==> config.mk <==
export PLATFORM = sky130hd
export DESIGN_NAME = bus_req_demux_flat
export DESIGN_NICKNAME = d
export VERILOG_FILES = /design/src/rtl/bus_req_demux_if.sv /design/src/rtl/bus_req_demux.sv /design/src/flat_wrapper.sv
export SDC_FILE = /design/constraint.sdc
export NUM_CORES = 1
export LEC_CHECK = 0
export BUFFER_PORTS_ARGS = -buffer_cell sky130_fd_sc_hd__buf_4
export CAP_MARGIN = 5
export CORE_MARGIN = 2
export CORE_UTILIZATION = 41
export CTS_CLUSTER_DIAMETER = 40
export DETAILED_ROUTE_END_ITERATION = 10
export PLACE_DENSITY = 0.79
export REMOVE_ABC_BUFFERS = 1
export SYNTH_ARGS = -nofsm -noshare
export SYNTH_HDL_FRONTEND = slang
export SYNTH_SLANG_ARGS = --single-unit
==> constraint.sdc <==
create_clock -name clk -period 1.6 [get_ports clk]
set_input_delay 0.16 -clock clk [delete_from_list [all_inputs] [get_ports clk]]
set_output_delay 0.16 -clock clk [all_outputs]
set_load 0.02 [all_outputs]
==> src/rtl/bus_req_demux_if.sv <==
`default_nettype none
// ============================================================================
// Module      : bus_req_demux_if
// Description : Bundle of the CPU-side request/response signals and the
//               two-slave side signals around bus_req_demux.
//               master modport : environment view (CPU plus both slaves)
//               slave modport  : demultiplexer view
// Revision    : 1.0 - initial release
// ============================================================================
interface bus_req_demux_if #(
  parameter int DATA_W = 32,
  parameter int ADDR_W = 32
);
  // CPU side
  logic              m_req;
  logic              m_we;
  logic [ADDR_W-1:0] m_addr;
  logic [DATA_W-1:0] m_wdata;
  logic              m_ready;
  logic              m_rvalid;
  logic [DATA_W-1:0] m_rdata;
  logic              m_err;
  // Slave side
  logic              s0_req;
  logic              s1_req;
  logic              s_we;
  logic [ADDR_W-1:0] s_addr;
  logic [DATA_W-1:0] s_wdata;
  logic              s0_ack;
  logic              s1_ack;
  logic [DATA_W-1:0] s0_rdata;
  logic [DATA_W-1:0] s1_rdata;

  modport master (
    output m_req, m_we, m_addr, m_wdata,
    input  m_ready, m_rvalid, m_rdata, m_err,
    input  s0_req, s1_req, s_we, s_addr, s_wdata,
    output s0_ack, s1_ack, s0_rdata, s1_rdata
  );

  modport slave (
    input  m_req, m_we, m_addr, m_wdata,
    output m_ready, m_rvalid, m_rdata, m_err,
    output s0_req, s1_req, s_we, s_addr, s_wdata,
    input  s0_ack, s1_ack, s0_rdata, s1_rdata
  );
endinterface
`default_nettype wire

==> src/rtl/bus_req_demux.sv <==
`default_nettype none
// ============================================================================
// Module      : bus_req_demux
// Description : Routes a single outstanding CPU data-bus request to data RAM
//               (slave 0) or the MMIO window (slave 1) by address decode and
//               returns the completion, with a per-transaction timeout.
// Revision    : 1.0 - initial release
// ============================================================================
module bus_req_demux #(
  parameter int                DATA_W  = 32,
  parameter int                ADDR_W  = 32,
  parameter logic [ADDR_W-1:0] S1_BASE = 32'hFFFF0000,
  parameter logic [ADDR_W-1:0] S1_MASK = 32'hFFFF0000,
  parameter int                TIMEOUT = 16
) (
  input  wire logic    clk,
  input  wire logic    rst,
  bus_req_demux_if.slave bus
);

  typedef enum logic [1:0] {
    ST_IDLE = 2'd0,
    ST_BUSY = 2'd1,
    ST_RESP = 2'd2
  } state_t;

  // Last BUSY count value before the timeout fires
  localparam logic [15:0] TMO_LAST = 16'(TIMEOUT - 1);

  state_t            state_q;
  logic [15:0]       cnt_q;
  logic              sel_q;
  logic              we_q;
  logic [ADDR_W-1:0] addr_q;
  logic [DATA_W-1:0] wdata_q;
  logic              ready_q;
  logic              rvalid_q;
  logic [DATA_W-1:0] rdata_q;
  logic              err_q;
  logic              s0_req_q;
  logic              s1_req_q;

  logic              sel_d;
  logic [15:0]       cnt_d;
  logic              ack_d;
  logic [DATA_W-1:0] rdata_d;

  // Address decode of the incoming request and selection of the live slave
  always_comb begin
    sel_d   = ((bus.m_addr & S1_MASK) == S1_BASE);
    cnt_d   = cnt_q + 16'd1;
    ack_d   = sel_q ? bus.s1_ack : bus.s0_ack;
    rdata_d = we_q ? '0 : (sel_q ? bus.s1_rdata : bus.s0_rdata);
  end

  // Transaction FSM with registered request/response outputs
  always_ff @(posedge clk) begin
    if (rst) begin
      state_q  <= ST_IDLE;
      cnt_q    <= '0;
      sel_q    <= 1'b0;
      we_q     <= 1'b0;
      addr_q   <= '0;
      wdata_q  <= '0;
      ready_q  <= 1'b0;
      rvalid_q <= 1'b0;
      rdata_q  <= '0;
      err_q    <= 1'b0;
      s0_req_q <= 1'b0;
      s1_req_q <= 1'b0;
    end else begin
      ready_q  <= 1'b0;
      rvalid_q <= 1'b0;
      case (state_q)
        ST_IDLE: begin
          // Slave acks here belong to no transaction and are ignored
          if (bus.m_req) begin
            we_q     <= bus.m_we;
            addr_q   <= bus.m_addr;
            wdata_q  <= bus.m_wdata;
            sel_q    <= sel_d;
            ready_q  <= 1'b1;
            s0_req_q <= ~sel_d;
            s1_req_q <= sel_d;
            cnt_q    <= '0;
            state_q  <= ST_BUSY;
          end
        end
        ST_BUSY: begin
          // Ack is checked before the timeout so a last-cycle ack still wins
          if (ack_d) begin
            s0_req_q <= 1'b0;
            s1_req_q <= 1'b0;
            rdata_q  <= rdata_d;
            err_q    <= 1'b0;
            rvalid_q <= 1'b1;
            state_q  <= ST_RESP;
          end else if (cnt_q == TMO_LAST) begin
            s0_req_q <= 1'b0;
            s1_req_q <= 1'b0;
            rdata_q  <= '0;
            err_q    <= 1'b1;
            rvalid_q <= 1'b1;
            state_q  <= ST_RESP;
          end else begin
            cnt_q <= cnt_d;
          end
        end
        ST_RESP: begin
          // rdata/err stay put until the next completion
          state_q <= ST_IDLE;
        end
        default: begin
          state_q <= ST_IDLE;
        end
      endcase
    end
  end

  assign bus.m_ready  = ready_q;
  assign bus.m_rvalid = rvalid_q;
  assign bus.m_rdata  = rdata_q;
  assign bus.m_err    = err_q;
  assign bus.s0_req   = s0_req_q;
  assign bus.s1_req   = s1_req_q;
  assign bus.s_we     = we_q;
  assign bus.s_addr   = addr_q;
  assign bus.s_wdata  = wdata_q;

endmodule
`default_nettype wire
==> src/flat_wrapper.sv <==
// flat-port wrapper written by rule: the top's interface ports become plain ports
module bus_req_demux_flat 
#(
  parameter int                DATA_W  = 32,
  parameter int                ADDR_W  = 32,
  parameter logic [ADDR_W-1:0] S1_BASE = 32'hFFFF0000,
  parameter logic [ADDR_W-1:0] S1_MASK = 32'hFFFF0000,
  parameter int                TIMEOUT = 16
)
  (clk, rst, bus_m_req, bus_m_we, bus_m_addr, bus_m_wdata, bus_m_ready, bus_m_rvalid, bus_m_rdata, bus_m_err, bus_s0_req, bus_s1_req, bus_s_we, bus_s_addr, bus_s_wdata, bus_s0_ack, bus_s1_ack, bus_s0_rdata, bus_s1_rdata);
  bus_req_demux_if #(.DATA_W(DATA_W), .ADDR_W(ADDR_W)) bus_i ();
  input  wire logic clk;
  input  wire logic rst;
  input wire logic [$bits(bus_i.m_req)-1:0] bus_m_req;
  input wire logic [$bits(bus_i.m_we)-1:0] bus_m_we;
  input wire logic [$bits(bus_i.m_addr)-1:0] bus_m_addr;
  input wire logic [$bits(bus_i.m_wdata)-1:0] bus_m_wdata;
  output wire logic [$bits(bus_i.m_ready)-1:0] bus_m_ready;
  output wire logic [$bits(bus_i.m_rvalid)-1:0] bus_m_rvalid;
  output wire logic [$bits(bus_i.m_rdata)-1:0] bus_m_rdata;
  output wire logic [$bits(bus_i.m_err)-1:0] bus_m_err;
  output wire logic [$bits(bus_i.s0_req)-1:0] bus_s0_req;
  output wire logic [$bits(bus_i.s1_req)-1:0] bus_s1_req;
  output wire logic [$bits(bus_i.s_we)-1:0] bus_s_we;
  output wire logic [$bits(bus_i.s_addr)-1:0] bus_s_addr;
  output wire logic [$bits(bus_i.s_wdata)-1:0] bus_s_wdata;
  input wire logic [$bits(bus_i.s0_ack)-1:0] bus_s0_ack;
  input wire logic [$bits(bus_i.s1_ack)-1:0] bus_s1_ack;
  input wire logic [$bits(bus_i.s0_rdata)-1:0] bus_s0_rdata;
  input wire logic [$bits(bus_i.s1_rdata)-1:0] bus_s1_rdata;
  assign bus_i.m_req = bus_m_req;
  assign bus_i.m_we = bus_m_we;
  assign bus_i.m_addr = bus_m_addr;
  assign bus_i.m_wdata = bus_m_wdata;
  assign bus_m_ready = bus_i.m_ready;
  assign bus_m_rvalid = bus_i.m_rvalid;
  assign bus_m_rdata = bus_i.m_rdata;
  assign bus_m_err = bus_i.m_err;
  assign bus_s0_req = bus_i.s0_req;
  assign bus_s1_req = bus_i.s1_req;
  assign bus_s_we = bus_i.s_we;
  assign bus_s_addr = bus_i.s_addr;
  assign bus_s_wdata = bus_i.s_wdata;
  assign bus_i.s0_ack = bus_s0_ack;
  assign bus_i.s1_ack = bus_s1_ack;
  assign bus_i.s0_rdata = bus_s0_rdata;
  assign bus_i.s1_rdata = bus_s1_rdata;
  bus_req_demux #(.DATA_W(DATA_W), .ADDR_W(ADDR_W), .S1_BASE(S1_BASE), .S1_MASK(S1_MASK), .TIMEOUT(TIMEOUT)) u_core (.clk(clk), .rst(rst), .bus(bus_i));
endmodule
## Word-level counts from Yosys, hierarchy flattened

Index checks and enable logic that the tools add are counted.
Widths: inputs -> output; s select.

- Add/sub/neg operators: 1
- Multipliers: 0
- Div/mod/pow operators: 0
- $lt $le $gt $ge: 0
- Equality and inequality tests: 7
- Shifts and indexed selects: 0
- Mux-type cells: 24
- Bitwise operators: 3
- Reductions and logical operators: 10

Operator list:

| operator | count |
|---|---|
| $mux 32 | 4 |
| $mux 16 | 3 |
| $pmux 16 s2 | 1 |
| $add 16x1->16 const B | 1 |
| $eq 16x16->1 const B | 1 |
| $eq 16x4->1 const B | 1 |
| $mux 1 | 10 |
| $mux 2 | 3 |
| $ne 2x2->1 const B | 3 |
| $reduce_and 2->1 | 3 |
| $pmux 1 s2 | 2 |
| $pmux 2 s2 | 1 |
| $reduce_and 4->1 | 1 |
| $reduce_bool 2->1 | 2 |
| $reduce_or 2->1 | 2 |
| $ne 3x1->1 const B | 1 |
| $not 1->1 | 3 |
| $reduce_and 3->1 | 1 |
| $eq 2x1->1 const B | 1 |
| $logic_not 2->1 | 1 |

- Register bits: 121
- Latch bits: 0
- Bits in writable memories: 0
- ROM bits: 0
- Bits of input ports: 134
- Memories kept: 0

## Logic depth before layout (Yosys ltp)

Gate-level depths: netlist (run 1).

- Depth after elaboration: 4
- Mapped depth: 8

## Least setup slack after synthesis (run 1)

No wires, ideal clock.

- Kind: register to register
- From: reg u_core.cnt_q[0]
- To: reg u_core.rdata_q[10] (netlist: u_core.bus.m_rdata[10])
- Library setup time: 0.070 ns
- Data arrival time: 1.632 ns
- Path slack: -0.102 ns
- Stages on the path, launching flop included: 9
- Cell sequence: dfxtp_1 -> ha_1 -> and3_1 -> nand4_1 -> buf_2 -> a21oi_2 -> nor2_2 -> buf_6 -> o2bb2ai_1

- Word-level cells in the longest chain between the ends: 3

RTL lines:

| what | RTL line | source |
|---|---|---|
| start: declaration | bus_req_demux.sv:31 | `logic [15:0] cnt_q;` |
| start signal: assignment | bus_req_demux.sv:106 | `cnt_q <= cnt_d;` |
| $eq 16x4->1 | bus_req_demux.sv:98 | `end else if (cnt_q == TMO_LAST) begin` |
| $reduce_bool 2->1 (no source line) | - |  |
| $reduce_and 2->1 (no source line) | - |  |
| end signal: assignment | bus_req_demux.sv:94 | `rdata_q <= rdata_d;` |
| end: declaration | bus_req_demux.sv:38 | `logic [DATA_W-1:0] rdata_q;` |

No other way between the ends.
A chain may end at the register's enable or synchronous reset.

## Worst setup path after layout (run 1)

- From: reg u_core.cnt_q[14]
- To: reg u_core.rdata_q[29] (netlist: u_core.bus.m_rdata[29])

The elaborated chain is that of the path after synthesis.

==> results of run 1 <==
[path summary, 6_finish.rpt]
path | endpoint | slack (ns) | depth (start not counted)
worst max-delay path | u_core.bus.m_rdata[29]$_SDFFE_PP0P_ | -0.09 | 7
worst min-delay path | u_core.bus.s_addr[13]$_SDFFE_PP0P_ | -0.02 | 3
worst max register to register | u_core.bus.m_rdata[29]$_SDFFE_PP0P_ | -0.09 | 7
worst min register to register | u_core.bus.s_addr[26]$_SDFFE_PP0P_ | 0.45 | 2
[cell usage in the layout, fill, tap and decap left out, types with 14 or more instances in the layout]
master                          Yosys  routed
sky130_fd_sc_hd__mux2i_1           33      33
sky130_fd_sc_hd__nand2_1          142     141
sky130_fd_sc_hd__nor2_1            14      14
sky130_fd_sc_hd__dfxtp_1          121     117
sky130_fd_sc_hd__dlygate4sd3_1      0      55
sky130_fd_sc_hd__clkbuf_16          0      19
sky130_fd_sc_hd__o21ai_1            0      14
sky130_fd_sc_hd__o2bb2ai_1         32      15
sky130_fd_sc_hd__a21oi_1           76      76
sky130_fd_sc_hd__buf_4              1     273
[cells by family (layout without fill, tap and decap cells)]
group	Yosys count	in the layout	synth area share
fa+ha+maj	1	1	0.00266
flops	121	121	0.514
simple gates	200	200	0.180
mux	33	33	0.0701
compound gates	143	143	0.188
buf+inv	41	371	0.0452
[timing repair]
action,CTS,global route
setup buffers,6,3
endpoints found under the setup margin,50,53
hold endpoints to repair,55,0
pin swaps,11,12
gates resized for setup,27,39
hold buffers,55,0
gates cloned,0,2
[power breakdown]
part           leakage, nW  total (W)  switching, W  internal [W]
Clock                0.323    0.00433       0.00140       0.00293
Sequential           0.990    0.00328      0.000102       0.00317
Combinational         2.38    0.00150      0.000772      0.000723
[sequential cells by signal, summed over array words and instances, names as in the netlist]
signal,flops
u_core.bus.s_wdata,32
u_core.sel_q,1
u_core.bus.m_err,1
u_core.bus.m_rdata,32
u_core.bus.s0_req,1
u_core.bus.s1_req,1
u_core.state_q,2
u_core.bus.m_ready,1
u_core.bus.s_addr,32
u_core.bus.s_we,1
u_core.cnt_q,16
u_core.bus.m_rvalid,1
[layer usage]
metal / wire length, um / GRT usage / share of wire / vias to the layer above
li1: - / - / - / 2524
met1: 6590 / 0.299 / 0.36 / 2495
met2: 9250 / 0.463 / 0.51 / 328
met3: 1700 / 0.0951 / 0.094 / 45
met4: 538 / 0.133 / 0.030 / 0
met5: 0 / 0 / 0 / -
[final cells by class]
| class | count | area, um^2 |
|---|---|---|
| fill | 701 | 2870 |
| timing repair buffer | 337 | 2760 |
| sequential | 121 | 2430 |
| multi-input combinational | 377 | 2400 |
| clock buffer | 22 | 484 |
| clock inverter | 10 | 188 |
| tap | 143 | 179 |
| inverter | 2 | 7.51 |
[through the flow]
| stage | TNS [ns] | util |
|---|---|---|
| after global routing | -4.39 | 0.746 |
| after CTS | -2.32 | 0.716 |
| after floorplan | -96.08 | - |
| final | -2.54 | 0.746 |
| after detailed placement | -4.05 | 0.598 |
| after global placement | -3.03 | 0.598 |
[critical path, delay by kind of cell (launching register included)]
| kind | cells | cell delay (ns) |
|---|---|---|
| AOI/OAI and AO/OA | 2 | 0.31 |
| buffers and inverters | 2 | 0.34 |
| DFF | 1 | 0.34 |
| and+or+nand+nor | 3 | 0.56 |
==> results by stage, run 1 <==
Timing:
- The number of hold violations in the final report is 1.
- At the pin with the least slew margin, the transition time is 0.694 ns.
- Subtracting the final worst setup slack from the clock period gives 1.69 ns.
- The highest clock rate is 0.592 GHz.
- Hold timing on the final database bottoms out at a slack of -0.0180 ns.
- The final period utilization is 1.06.
- The post-layout worst setup margin is -0.0882 ns.
- The count of pins over their slew limit is 0.
- The number of failing setup endpoints in the final timing report is 43.
- For the final database, setup skew stands at 0.0120 ns.
- The tightest slew margin relative to the limit is 0.537.
- Setup repair after global routing could not meet its margin everywhere.

Clock tree:
- TritonCTS built the clock tree.
- The clock drives 121 sinks.
- The insertion delay of the later-clocked pin in the worst-skew pair is 0.42 ns.
- The clock passes through at most 2 buffers.
- The H-tree was split into 4 levels.
- Clock tree synthesis inserted a total of 17 buffers.
- The tree is rooted in a sky130_fd_sc_hd__clkbuf_16.
- After clock tree synthesis, the clock-pin slew on the worst setup and hold paths is 0.06 ns.

Global route:
- The initial antenna violation count was 0.
- Across every metal layer, demand over resource in global routing totals 0.271.
- Entering global routing, the biggest net connects 67 pins.
- For this run the aggregate overflow at the end of global routing stands at 0.
- The via count of the first global-routing pass came to 5467.
- The global-route wire length before repair is 27.0 mm.

Yosys:
- For this run, asynchronously set or reset flops after synthesis account for 0.
- The number of flops mapped to enable cells by yosys is 0.
- The commonest cells after synthesis are 142 x sky130_fd_sc_hd__nand2_1, 121 x sky130_fd_sc_hd__dfxtp_1, 76 x sky130_fd_sc_hd__a21oi_1.
- The dominant synthesized flop cell is sky130_fd_sc_hd__dfxtp_1.
- The cell area that synthesis handed to floorplanning was 4710 um^2.
- The cell accounting for the most synthesized area is sky130_fd_sc_hd__dfxtp_1.
- The Yosys step of the flow raised 0 warnings.
- The number of register bits inferred by synthesis is 121.
- Of the synthesized area, sequential elements account for 0.514.
- The netlist uses 35 different library cells.
- Synthesis produced 539 cells.
- The most instantiated library cell after synthesis is sky130_fd_sc_hd__nand2_1.
- The share of the synthesized area in the top cell type is 0.514.
- After synthesis, the cell types taking the most area are sky130_fd_sc_hd__dfxtp_1 51%, sky130_fd_sc_hd__nand2_1 11%, sky130_fd_sc_hd__a21oi_1 8.1%, sky130_fd_sc_hd__mux2i_1 7.0%, sky130_fd_sc_hd__o2bb2ai_1 5.9%.
- The post-synthesis area per instance is 8.74 um^2.

Worst setup path:
- The stage delay of the slowest cell on the critical path is 0.34 ns.
- The cell type of the slowest stage on the worst timing path is sky130_fd_sc_hd__dfxtp_1.
- Of all nets on the critical path, the largest fanout is 16.
- The endpoint class of the critical path is a flop.
- The worst register-to-register path begins at u_core.cnt_q[14]$_SDFFE_PP0P_.
- The critical path goes through nor4_4 > nand4_1 > buf_6 > a21oi_4 > nor2_4 > clkbuf_16 > o2bb2ai_1.
- The data arrival time of the worst path is 1.99 ns.
- At the worst endpoint, the required time is 1.90 ns.
- By startpoint and endpoint, the worst setup path is classified as reg2reg.
- The kind of launch point of the worst setup path is a flop.
- The critical path starts at u_core.cnt_q[14]$_SDFFE_PP0P_.

Cells and area:
- The antenna diode instance count is 0.
- After the last flow step, the layout net total stands at 991.
- The area growth from synthesis to layout is 79.4%.
- The post-route non-filler standard cell count is 1012.
- The post-route cell area is 8450 um^2.
- The share of cells above drive strength 1 is 0.405.

Route:
- The first detailed-routing pass took 5 iterations.
- Once detail routing completed, the nets flagged for antenna violations numbered 0.
- The final routed DRC violation total is 0.
- Using the TritonRoute via totals, the vias-per-cell ratio works out to 5.33.
- The final routed wirelength across all metal layers is 18.1 mm.
- After the first detailed-routing iteration, the DRC count stood at 368.
- The routed via count is 5392.
- The average routed wire per standard cell is 17.9 um.

Outcome:
- The flow ran to the end, but the final reports show violations.
- The final reports fail on negative hold slack, negative setup slack.

Pwr:
- In this run the power density over the cells is 1080 nW/um^2.
- The worst IR drop on VDD is 0.824 mV.
- The standby leakage power is 3.69 nW.
- Summing internal, switching and leakage power gives 0.00911 W.

Hold path:
- The path class of the lowest-slack min-delay path is in2reg.
- The startpoint of the tightest hold check path is bus_m_addr[13].

Die:
- The die area is 12400 um^2.
- The vertical die dimension is 111 um.
- The area of the core region is 11300 um^2.
- The die extent in x is 111 um.
- The floorplan has 39 rows.
- 236 I/O pins were placed.
- The starting density of the core is 0.416.

Placement:
- Detailed placement finished with a half-perimeter wire length of 10.2 mm.
- The placer congestion estimate is 0.828.
- The post-place instance area is 6770 um^2.
- Prior to clock tree synthesis, the placed netlist has a worst setup slack of -0.111 ns.
- Counting tap cells, the placed design contains a total of 914 instances.
- The count of input and output buffers is 235.

Run:
- The max-cap violation count is 0.
Power figures use the tool's default switching activity.
==> inputs of run 2 (changes only) <==
- CORE_UTILIZATION: 41 -> 43
- CTS_BUF_LIST: not set -> sky130_fd_sc_hd__clkbuf_2 sky130_fd_sc_hd__clkbuf_4 sky130_fd_sc_hd__clkbuf_8
- PLACE_DENSITY: 0.79 -> 0.82
==> run 2 against run 1 <==
Against the previous run:
- the flow finishes with violations (negative setup slack)
- critical path depth did not move
- via count rose by 3.6%
- worst setup slack improved by 0.0017 ns
- count of clock-buffer cells in the layout rose by 2
- utilization rose by 4.6 points
- die area fell by 4.5%
- critical path type unchanged
- clock skew fell by 0.0057 ns
- sequential power barely moved
==> results by stage, run 2 (same netlist as run 1, synthesis figures left out) <==
Outcome:
- The run finished, with violations left.
- The final reports fail on negative setup slack.

Timing:
- The number of failing setup endpoints in the final timing report is 31 (-28%).
- The final period utilization is 1.05 (-0.00107).
- The highest clock rate is 0.593 GHz (+0.10%).
- The post-route minimum period was 1.69 ns (-0.00172 ns).
- The final-layout setup total negative slack is -1.22 ns (+1.32 ns).
- The actual slew at the worst max-slew pin is 0.568 ns (-0.126 ns).
- The count of pins over their slew limit is 0 (unchanged).
- Setup repair after global routing could not meet its margin everywhere.
- The final worst clock skew is 0.00630 ns (-0.00571 ns).
- The number of hold violations in the final report was 0 (-1).
- The tightest slew margin relative to the limit is 0.621 (+0.0838).
- The post-layout worst setup margin is -0.0865 ns (+0.00172 ns).

Worst setup path:
- The worst setup path is launched from a flop.
- The cell type of the slowest stage on the worst timing path is sky130_fd_sc_hd__dfxtp_2.
- In this run the critical register-to-register path is launched from u_core.cnt_q[0]$_SDFFE_PP0P_.
- The worst path buffer plus inverter count is 1 (-1).
- The kind of cell with the highest combined delay along the critical path is compound AO/OA/AOI/OAI gates.
- The data arrival time of the worst path is 1.99 ns (about the same).
- The type of the worst setup path is reg2reg.
- The launch point of the worst path is u_core.cnt_q[0]$_SDFFE_PP0P_.
- The endpoint class of the critical path is a flop.
- The flop-to-flop setup slack is -0.09 ns (about the same).
- The critical path goes through ha_4 > and3_4 > nand4_1 > a211oi_2 > buf_6 > o21ai_1 > o41ai_1.
- The maximum fanout count along the critical path came to 11 (-5).
- The stage delay of the slowest cell on the critical path is 0.36 ns (+0.02 ns).
- The required time at the worst-slack endpoint is 1.90 ns (about the same).

Cells and area:
- In the layout the commonest cells are 265 x sky130_fd_sc_hd__buf_4, 140 x sky130_fd_sc_hd__nand2_1, 115 x sky130_fd_sc_hd__dfxtp_1, 114 x sky130_fd_sc_hd__dlygate4sd3_1, 76 x sky130_fd_sc_hd__a21oi_1.
- The post-synthesis to final-layout area growth is 80.7%.
- The final net count is 1043 (+5.2%).
- The commonest non-fill, non-tap cell in the layout is sky130_fd_sc_hd__buf_4.
- The share of cells above drive strength 1 was 0.359 (-0.0457).

Global route:
- The maximum number of pins on one net before global-route repair came to 66 (-1.5%).
- The initial antenna violation count is 0 (unchanged).
- The via count of the first global-routing pass is 5724 (+4.7%).
- The global-route wire length before repair is 27.9 mm (+3.4%).
- The aggregate global routing overflow is 0 (unchanged).
- The total global routing track utilization was 0.305 (+0.0334).

Route:
- The wire length on met2 is 9.20 mm (-0.45%).
- The final routed wirelength across all metal layers is 18.4 mm (+1.9%).
- The vias per cell is 5.26 (-1.3%).
- The average routed wire per standard cell is 17.3 um (-2.9%).
- The final routed DRC violation total was 0 (unchanged).
- The met3 wirelength from detailed routing came to 1.56 mm (-8.0%).
- The met1 wire length came to 6.86 mm (+4.2%).
- The detailed-routing iteration count for the pre-antenna-repair pass came to 7 (+2).
- The count of nets left with antenna violations after detail routing is 0 (unchanged).
- The routed via count is 5585 (+3.6%).
- The DRC marker count from the first detailed-route iteration is 415 (+13%).
- After detailed routing, no signal wire sits above met4.

Pwr:
- The power per cell area is 894 nW/um^2 (-17%).
- The worst IR drop on VDD was 0.665 mV (-19%).
- The final total power was 0.00761 W (-16%).
- The standby leakage power came to 3.72 nW (+0.86%).

Clock tree:
- The number of buffers on the longest clock path was 2 (unchanged).
- The insertion delay of the later-clocked pin in the worst-skew pair is 0.43 ns (about the same).
- The clock tree root driver cell is sky130_fd_sc_hd__clkbuf_8.
- The number of H-tree levels is 4 (unchanged).
- The number of buffers created by CTS is 17 (unchanged).
- The clock transition time at the flip-flop clock pins of the worst setup and hold paths is 0.07 ns (about the same).
- The clock tree from TritonCTS is done.
- The sink count of the clock tree is 121 (unchanged).

Hold path:
- In this run the most critical hold path is launched from bus_s0_rdata[0].
- The path class of the lowest-slack min-delay path is in2reg.

Die:
- The row count is 38 (-2.6%).
- The I/O pin total is 236 (unchanged).
- The die extent in x is 109 um (-2.3%).
- The vertical die dimension was 109 um (-2.3%).
- The area of the core region is 10700 um^2 (-5.1%).
- The starting density of the core is 0.438 (+0.0223).
- The die area was 11800 um^2 (-4.5%).

Placement:
- The placer congestion estimate is 0.918 (+11%).
- The placed wire-length estimate after detailed placement came to 10.2 mm (about the same).
- The count of input and output buffers is 235 (unchanged).
- The post-placement setup slack came to -0.149 ns (-0.0375 ns).

Run:
- The max-cap violation count was 0 (unchanged).
[run 2: worst paths after layout]
path,end,cells after the start
min,u_core.bus.m_rdata[0]$_SDFFE_PP0P_,3
max reg2reg,u_core.cnt_q[7]$_SDFFE_PP0P_,7
max,u_core.cnt_q[7]$_SDFFE_PP0P_,7
min reg2reg,u_core.bus.s_addr[18]$_SDFFE_PP0P_,2
[run 2: metal layers]
metal | up-vias | track usage
met2 | 294 | 0.521
met5 | - | 0
met1 | 2599 | 0.323
met4 | 0 | 0.182
met3 | 64 | 0.106
li1 | 2628 | -
[run 2: per-stage QoR]
| step | instance area [um^2] | util | hold slack [ns] | std cells |
|---|---|---|---|---|
| after floorplan | 4510 | - | 0.229 | 500 |
| after global placement | 6810 | 0.634 | 0.406 | 913 |
| after detailed placement | 6810 | 0.634 | 0.417 | 913 |
| after CTS | 8470 | 0.788 | 0.000148 | 1061 |
| after global routing | 8510 | 0.792 | 0.00512 | 1061 |
| final | 8510 | 0.792 | 0.0219 | 1062 |
[run 2: tightest hold or removal path: cells and delay by family]
family,cells,cell delay (ns)
mux,1,0.07
compound gates,1,0.11
buf+inv,1,0.08
[run 2: what timing repair did]
action | 4_1_cts | 5_1_grt
resized for setup | 28 | 13
pin swaps | 5 | 7
hold buffers | 114 | 0
buffers inserted | 2 | 0
setup endpoints to repair | 50 | 50
hold endpoints to repair | 91 | 0
[run 2: layout make-up]
| type | instances | area [um^2] |
|---|---|---|
| tap | 140 | 175 |
| sequential | 121 | 2430 |
| clock inverter | 8 | 92.6 |
| multi-input combinational | 377 | 2200 |
| clock buffer | 24 | 312 |
| fill | 632 | 2230 |
| timing repair buffer | 389 | 3300 |
| inverter | 2 | 7.51 |
| antenna | 1 | 2.50 |
[run 2: where the power goes]
| part | internal, W | total, W | switching (W) |
|---|---|---|---|
| sequential | 0.00317 | 0.00326 | 0.0000946 |
| clock | 0.00159 | 0.00278 | 0.00119 |
| combinational | 0.000798 | 0.00157 | 0.000767 |
==> inputs of run 3 (changes only) <==
- PLACE_DENSITY: 0.82 -> not set
- PLACE_DENSITY_LB_ADDON: not set -> 0.1
==> run 3 against run 2 <==
Against the previous run:
- utilization shrank 1.9 points
- via count shrank 5.7%
- largest cell class unchanged
- highest routed layer unchanged
- count of clock-buffer cells in the layout shrank 3
- register-to-register slack lost 0.07 ns
- routed wire length shrank 12%
- worst setup slack lost 0.072 ns
- the run still ends with negative setup slack left
- sequential share of layout area grew 0.64 points
- flip-flop and latch count is the same
- maximum frequency shrank 4.1%
==> results by stage, run 3 (same netlist as run 1, synthesis figures left out) <==
Outcome:
- The run finished, with violations left.
- The checks that failed: negative setup slack.

Route:
- The final routed DRC violation total came to 0 (unchanged).
- The detailed-routing iteration count for the pre-antenna-repair pass came to 4 (-3).
- The routed via count is 5265 (-5.7%).
- The DRC marker count from the first detailed-route iteration is 273 (-34%).
- The vias per cell was 5.07 (-3.6%).
- The average routed wire per standard cell came to 15.6 um (-9.8%).
- The count of nets left with antenna violations after detail routing was 0 (unchanged).
- The final routed wirelength across all metal layers is 16.3 mm (-12%).

Placement:
- The placed wire-length estimate after detailed placement is 9.91 mm (-3.0%).
- The placer congestion estimate is 0.823 (-10%).
- The count of input and output buffers is 235 (unchanged).
- The post-placement setup slack is -0.135 ns (+0.0134 ns).

Worst setup path:
- STA classifies the critical path startpoint as a flop.
- The data arrival time of the worst path is 2.07 ns (+0.08 ns).
- The flop-to-flop setup slack was -0.16 ns (-0.07 ns).
- Traced cell by cell, the critical path runs through nor4_4 > buf_4 > nand4_1 > buf_4 > a21oi_4 > nor2_2 > buf_12 > o2bb2ai_1.
- The stage delay of the slowest cell on the critical path came to 0.34 ns (-0.02 ns).
- The worst path buffer plus inverter count was 3 (+2).
- The endpoint class of the critical path is a flop.
- The maximum fanout count along the critical path came to 32 (+21).
- The required time at the worst-slack endpoint is 1.91 ns (about the same).
- By startpoint and endpoint, the worst setup path is classified as reg2reg.
- On the critical path, the stage with the largest delay is an instance of sky130_fd_sc_hd__dfxtp_1.
- The dominant cell type by count on the critical path is sky130_fd_sc_hd__buf_4.
- Among cell families on the critical path, the largest total delay comes from buffers and inverters.

Global route:
- The global-route wire length before repair is 24.9 mm (-11%).
- The initial antenna violation count is 0 (unchanged).
- The maximum number of pins on one net before global-route repair is 72 (+9.1%).
- The aggregate global routing overflow is 0 (unchanged).
- The via count of the first global-routing pass is 5336 (-6.8%).
- The total global routing track utilization is 0.266 (-0.0388).

Timing:
- The final period utilization is 1.10 (+0.0449).
- The worst hold-check slack is 0.0183 ns (-0.00355 ns).
- The post-layout worst setup margin is -0.158 ns (-0.0719 ns).
- The actual slew at the worst max-slew pin is 0.529 ns (-0.0388 ns).
- The final-layout setup total negative slack is -5.93 ns (-4.70 ns).
- The number of failing setup endpoints in the final timing report was 50 (+61%).
- The count of pins over their slew limit is 0 (unchanged).
- Setup repair after global routing could not meet its margin everywhere.
- The highest clock rate was 0.569 GHz (-4.1%).
- The final worst clock skew is 0.0130 ns (+0.00666 ns).
- The number of hold violations in the final report is 0 (unchanged).
- The tightest slew margin relative to the limit is 0.647 (+0.0258).
- The post-route minimum period is 1.76 ns (+0.0719 ns).

Cells and area:
- The final net count came to 1021 (-2.1%).
- The register area came to 2420 um^2 (-0.21%).
- The multi-input gate area in the final layout was 2190 um^2 (-0.46%).
- Leaving out fill and tap cells, the most frequent cell in the layout is sky130_fd_sc_hd__buf_4.
- The end-of-flow core utilization was 0.773 (-0.0189).
- The antenna diode instance count came to 0 (-1).
- The layout filler cell count is 704 (+11%).
- Compared with the post-synthesis result, the final layout area differs by 76.4%.
- The top cell types in the final layout, fill and taps aside, are 266 x sky130_fd_sc_hd__buf_4, 140 x sky130_fd_sc_hd__nand2_1, 119 x sky130_fd_sc_hd__dfxtp_1, 92 x sky130_fd_sc_hd__dlygate4sd3_1, 73 x sky130_fd_sc_hd__a21oi_1.
- The share of cells above drive strength 1 is 0.367 (+0.00768).

Pwr:
- The power per cell area is 938 nW/um^2 (+4.9%).
- The standby leakage power came to 3.62 nW (-2.8%).
- The worst IR drop on VDD was 0.634 mV (-4.5%).

Hold path:
- The path class of the tightest hold or removal check is in2reg.

Clock tree:
- TritonCTS built the clock tree.
- The sink count of the clock tree was 121 (unchanged).
- The number of H-tree levels is 4 (unchanged).
- The clock transition time at the flip-flop clock pins of the worst setup and hold paths is 0.07 ns (about the same).
- The clock tree root driver cell is sky130_fd_sc_hd__clkbuf_8.
- The number of buffers on the longest clock path was 2 (unchanged).
- The insertion delay of the later-clocked pin in the worst-skew pair is 0.42 ns (about the same).
- The number of buffers created by CTS came to 17 (unchanged).

Die:
- The area of the core region is 10700 um^2 (unchanged).
- The die area was 11800 um^2 (unchanged).
- The row count is 38 (unchanged).
- The vertical die dimension came to 109 um (unchanged).
- The I/O pin total was 236 (unchanged).
- The die extent in x is 109 um (unchanged).
- The starting density of the core is 0.438 (unchanged).

Run:
- The max-cap violation count is 0 (unchanged).
run 3: cell count changes in the layout (fill, tap and decap cells not counted), moves of 3 or more:
| cell | delta |
|---|---|
| sky130_fd_sc_hd__dlygate4sd3_1 | -22 |
| sky130_fd_sc_hd__dfxtp_1 | +4 |
| sky130_fd_sc_hd__dfxtp_2 | -4 |
| sky130_fd_sc_hd__a21oi_1 | -3 |
| sky130_fd_sc_hd__clkinv_2 | -3 |
| sky130_fd_sc_hd__clkinvlp_4 | +3 |
run 3: worst paths after layout:
| path | start | end | cells after the start |
|---|---|---|---|
| worst max-delay path | u_core.cnt_q[10]$_SDFFE_PP0P_ | u_core.bus.m_rdata[14]$_SDFFE_PP0P_ | 8 |
| worst min-delay path | bus_s0_rdata[20] | u_core.bus.m_rdata[20]$_SDFFE_PP0P_ | 3 |
| worst max register to register | u_core.cnt_q[10]$_SDFFE_PP0P_ | u_core.bus.m_rdata[14]$_SDFFE_PP0P_ | 8 |
| worst min register to register | u_core.bus.s_addr[3]$_SDFFE_PP0P_ | u_core.bus.s_addr[3]$_SDFFE_PP0P_ | 2 |
run 3: layer usage:
layer | wire [um] | track usage | vias to the layer above
li1 | - | - | 2574
met1 | 6300 | 0.300 | 2438
met2 | 8180 | 0.461 | 216
met3 | 1390 | 0.0867 | 37
met4 | 374 | 0.112 | 0
met5 | 0 | 0 | -
run 3: report_power, final:
| group | total [W] | switching (W) | leakage [nW] | internal [W] |
|---|---|---|---|---|
| registers | 0.00326 | 0.0000873 | 0.989 | 0.00317 |
| clock network | 0.00306 | 0.00122 | 0.217 | 0.00184 |
| logic | 0.00148 | 0.000730 | 2.41 | 0.000752 |
run 3: metrics by stage:
stage,power [W],cell area [um^2],std cells
after floorplan,0.00387,4510,500
after global placement,0.00454,6780,910
after detailed placement,0.00456,6780,910
after CTS,0.00780,8210,1037
after global routing,0.00810,8310,1039
final,0.00779,8310,1039
run 3: layout make-up:
type / instances / share of cell area
repair buffers: 367 / 0.369
flip-flops and latches: 121 / 0.292
multi-input cells: 377 / 0.263
clock buffers: 21 / 0.0340
well taps: 140 / 0.0211
clock inverters: 11 / 0.0203
inverters: 2 / 0.000903
run 3: repair_timing:
action                     4_1_cts  5_1_grt
hold endpoints to repair        80        0
hold buffers                    92        0
setup endpoints to repair       50       52
buffers inserted                 3        2
pin swaps                        5        6
gates resized for setup         19       20
run 3: worst register-to-register path, cell delays in order, from the launching register on:
cell	delay, ns
sky130_fd_sc_hd__dfxtp_1	0.34
sky130_fd_sc_hd__nor4_4	0.25
sky130_fd_sc_hd__buf_4	0.15
sky130_fd_sc_hd__nand4_1	0.17
sky130_fd_sc_hd__buf_4	0.21
sky130_fd_sc_hd__a21oi_4	0.13
sky130_fd_sc_hd__nor2_2	0.07
sky130_fd_sc_hd__buf_12	0.17
sky130_fd_sc_hd__o2bb2ai_1	0.15
